`config.mk`:
```
export PLATFORM = sky130hd
export DESIGN_NAME = mult_seq_ctrl
export DESIGN_NICKNAME = d
export VERILOG_FILES = /design/src/rtl/mult_seq_ctrl.sv
export SDC_FILE = /design/constraint.sdc
export NUM_CORES = 1
export LEC_CHECK = 0
export ABC_AREA = 1
export CELL_PAD_IN_SITES_DETAIL_PLACEMENT = 1
export CELL_PAD_IN_SITES_GLOBAL_PLACEMENT = 1
export CORE_ASPECT_RATIO = 1.4
export CORE_MARGIN = 5
export CORE_UTILIZATION = 30
export DETAILED_ROUTE_END_ITERATION = 8
export PLACE_DENSITY = 0.68
export SLEW_MARGIN = 20
export SYNTH_ARGS = -nofsm -noshare
export SYNTH_HDL_FRONTEND = slang
export SYNTH_SLANG_ARGS = --single-unit
```
`constraint.sdc`:
```
create_clock -name clk -period 4.05 [get_ports clk]
set_clock_uncertainty 0.2 [all_clocks]
set_input_delay 0.81 -clock clk [delete_from_list [all_inputs] [get_ports clk]]
set_output_delay 0.81 -clock clk [all_outputs]
set_load 0.1 [all_outputs]
```
`src/rtl/mult_seq_ctrl.sv`:
```
// Iterative unsigned WIDTH x WIDTH multiplier that time-shares one 2x2 array cell across all
// digit pairs. Optional macro MULT_SEQ_ZERO_SKIP_EN bypasses RUN when either operand is zero.
module mult_seq_ctrl #(
    parameter int unsigned WIDTH = 8
) (
    input  logic               clk,
    input  logic               rst_n,
    input  logic               in_valid,
    output logic               in_ready,
    input  logic [WIDTH-1:0]   a,
    input  logic [WIDTH-1:0]   b,
    output logic               out_valid,
    input  logic               out_ready,
    output logic [2*WIDTH-1:0] product,
    output logic               busy
);

    localparam int unsigned N    = WIDTH / 2;
    localparam int unsigned IdxW = (N > 1) ? $clog2(N) : 1;
    localparam int unsigned PW   = 2 * WIDTH;
    localparam logic [IdxW-1:0] LastIdx = IdxW'(N - 1);

    typedef enum logic [1:0] {StIdle, StRun, StDone} state_e;

    state_e            state_q, state_d;
    logic [WIDTH-1:0]  a_q, a_d, b_q, b_d;
    logic [PW-1:0]     acc_q, acc_d;
    logic [IdxW-1:0]   i_q, i_d, j_q, j_d;

    logic [WIDTH-1:0]  a_sh, b_sh;
    logic [1:0]        a_dig, b_dig;
    logic [3:0]        cell_p;
    logic [IdxW:0]     dig_sum;
    logic [PW-1:0]     pp_sh;

    // Digit select: shift by 2*index and keep the low two bits.
    assign a_sh  = a_q >> {i_q, 1'b0};
    assign b_sh  = b_q >> {j_q, 1'b0};
    assign a_dig = a_sh[1:0];
    assign b_dig = b_sh[1:0];

    // mult21: 2x2 array cell built from two partial-product half adders.
    logic t1, t2, t3, c1;
    assign t1        = a_dig[1] & b_dig[0];
    assign t2        = a_dig[0] & b_dig[1];
    assign t3        = a_dig[1] & b_dig[1];
    assign c1        = t1 & t2;
    assign cell_p[0] = a_dig[0] & b_dig[0];
    assign cell_p[1] = t1 ^ t2;
    assign cell_p[2] = t3 ^ c1;
    assign cell_p[3] = t3 & c1;

    assign dig_sum = {1'b0, i_q} + {1'b0, j_q};
    assign pp_sh   = PW'(cell_p) << {dig_sum, 1'b0};

    always_ff @(posedge clk or negedge rst_n) begin
        if (!rst_n) begin
            state_q <= StIdle;
            a_q     <= '0;
            b_q     <= '0;
            acc_q   <= '0;
            i_q     <= '0;
            j_q     <= '0;
        end else begin
            state_q <= state_d;
            a_q     <= a_d;
            b_q     <= b_d;
            acc_q   <= acc_d;
            i_q     <= i_d;
            j_q     <= j_d;
        end
    end

    always_comb begin
        state_d = state_q;
        a_d     = a_q;
        b_d     = b_q;
        acc_d   = acc_q;
        i_d     = i_q;
        j_d     = j_q;
        unique case (state_q)
            StIdle: begin
                if (in_valid) begin
                    a_d     = a;
                    b_d     = b;
                    acc_d   = '0;
                    i_d     = '0;
                    j_d     = '0;
                    state_d = StRun;
`ifdef MULT_SEQ_ZERO_SKIP_EN
                    if (a == '0 || b == '0) begin
                        state_d = StDone;
                    end
`endif
                end
            end
            StRun: begin
                acc_d = acc_q + pp_sh;
                if (j_q == LastIdx) begin
                    j_d = '0;
                    if (i_q == LastIdx) begin
                        state_d = StDone;
                    end else begin
                        i_d = i_q + 1'b1;
                    end
                end else begin
                    j_d = j_q + 1'b1;
                end
            end
            StDone: begin
                if (out_ready) begin
                    state_d = StIdle;
                end
            end
            default: state_d = StIdle;
        endcase
    end

    // Gated by rst_n so in_ready reads low while reset is held.
    assign in_ready  = rst_n && (state_q == StIdle);
    assign out_valid = (state_q == StDone);
    assign busy      = (state_q == StRun);
    assign product   = acc_q;

endmodule

```
==> metrics.txt <==
status finished clean; post-synthesis simple-gate area fraction 39.0%; commonest cells after routing, fill and taps aside nand2_1, inv_1, dfrtp_1; Clock Latency Late Sink 290 ps; Min-Delay Path Class reg -> reg; Clock transition at path regs 70 ps; vias in the first global route 3009; Initial Util 30.3%; main flop type after synthesis dfrtp_1; worst r2r src j_q[0]; detailed placement HPWL 6650 um; Post-CTS Resized 0; # hold bufs at CTS 0; Design Area, Final 0.00348 sq mm; crit path max fanout 9; Die X 92.2 um; Max Cap Violations 0; Post-synth ARST share 100%; Worst Path Required 4030 ps; #FFs+latches synth 38; largest net degree at the start of global routing 39; GRT overflow 0; Mapped Cells 430; DR iter-0 viols 55; WL/cell 14.4 um; commonest non-fill, non-tap cell in the layout nand2_1; NumNets Final 513; Filler Cell Count 1206; post-place instance area 0.00331 sq mm; gpl congestion 0.845; share of cells above drive strength 1 5.08%; drt pass-1 iters 4; crit path time final 3450 ps; post-synthesis xor/xnor area fraction 0.309%; FP Rows 42; startpoint types flop; initial antenna violation count 0; placed cells 574; Setup CP Type reg -> reg; setup violators final 0; DRT Wirelength 8400 um; I/O pins 39; global-route wire length before repair 14400 um; worst reg2reg setup slack 600 ps; complex-gate fraction of the synthesized area 6.88%; Slew @ Worst Pin 979 ps; fin crit share 85.3%; Crit. End Element flop; synthesized cell area 0.00284 sq mm; Final Max Tran Viols 0; Relative slew margins 34.5%; final routed DRC violation total 0; Global Route Usage Sum 15.6%; area share of fa/ha/maj cells after synthesis 10.2%; CTS sink count 38; min-delay src a_q[3]; Post-synth EDFFs 0; post-route ant nets 0; Root Driver clkbuf_16; die area 0.0115 sq mm; Hold Fails Final Rpt 0; area grow syn2layout 22.7%; CTS H-tree lvls 2; largest family of logic cells by synthesized area simple AND/OR/NAND/NOR gates; critical path startpoint j_q[0]; Post-CTS Setup Bufs 0; via count 2788; RSZ-0062 raised after global routing no; syn_area_per_cell 6.59 sq um; height of the die 125 um; vias per cell 4.79; Core Area 0.00935 sq mm; syn nets 472; Fin Setup TNS 0 ps; TritonCTS Buffers 5; Synth Warn # 0; Arr. time, crit path 3430 ps; PortBufs 38; Finished Layout Cells 582; antenna cells 0; mux contribution to synthesized area 0%; CTS tree yes; Yosys cell types 31; Seq/Total Area, Yosys 33.5%; maximum clock insertion buffer count 2; highest clock rate 0.290 GHz
## worst paths after layout
kind / end / cells after the start
setup / recovery: product[12] / 17
setup reg to reg: product[12] / 17
hold / removal: a_q[3] / 2
max in group asynchronous: b_q[6] / 2
hold reg to reg: a_q[3] / 2
min in group asynchronous: product[10] / 2
## worst max-delay path, cell delays in order, from the launching register on
cell     delay (ps)
dfrtp_1         510
ha_1            210
inv_1            50
fa_1            600
inv_1           150
nor3_1          180
inv_1           100
nor2_1          130
inv_1            80
fa_1            390
inv_1           130
nand3_1          90
nand3_1         150
nand3_1         120
nand3_1          80
nand2_1          50
nand3_1          60
nand2_1          50
## flip-flops by register name (all words and copies together) (netlist names)
name	cells
i_q	2
b_q	8
product	16
state_q	2
a_q	8
j_q	2
## synth_stat cells (all sizes together), types with 2 or more instances
library cell	count	area share [%]
a21oi	13	2.3
nand3b	2	0.53
o21ai	10	1.9
dfrtp	38	34
or2	2	0.44
o22ai	3	0.66
nor2	37	5.7
a32o	2	0.71
inv	63	8.3
buf	6	1.7
nor3	4	0.71
ha	20	8.8
nand3	30	5.7
nand2	190	25
a31oi	2	0.44
fa	2	1.4
## metrics by stage
step                      hold WS [ps]  worst slack, ps  util (%)
after floorplan                    249              952         -
after global placement             271              641      35.4
after detailed placement           270              597      35.4
after CTS                          287              573      37.2
after global routing               298              249      37.2
final                              281              597      37.2
## per-layer routing
layer  track usage [%]  vias to the layer above  routed length [um]
met3              2.94                       13                 278
met5                 0                        -                   0
met2              30.4                       45                4670
met4              5.07                        0                 159
met1              16.5                     1305                3290
li1                  -                     1425                   -
## area by class of cell
cell class	instances	area [sq um]	share of cell area (%)
Clock buffer	5	125	3.60
Clock inverter	3	45.0	1.29
Multi-Input combinational cell	323	1600	46.0
Timing Repair Buffer	40	383	11.0
Sequential cell	38	951	27.3
Tap cell	110	138	3.96
Inverter	63	236	6.80
## kinds of logic after synthesis
family	Yosys count
flip-flops	38
AND/OR/NAND/NOR	267
adder cells (fa/ha/maj)	22
AO/OA/AOI/OAI	33
buffers and inverters	69
XOR/XNOR	1
Power is left out: the tool's default activity adds up to more than one toggle a clock period on the data nets, which glitch-free logic cannot reach.
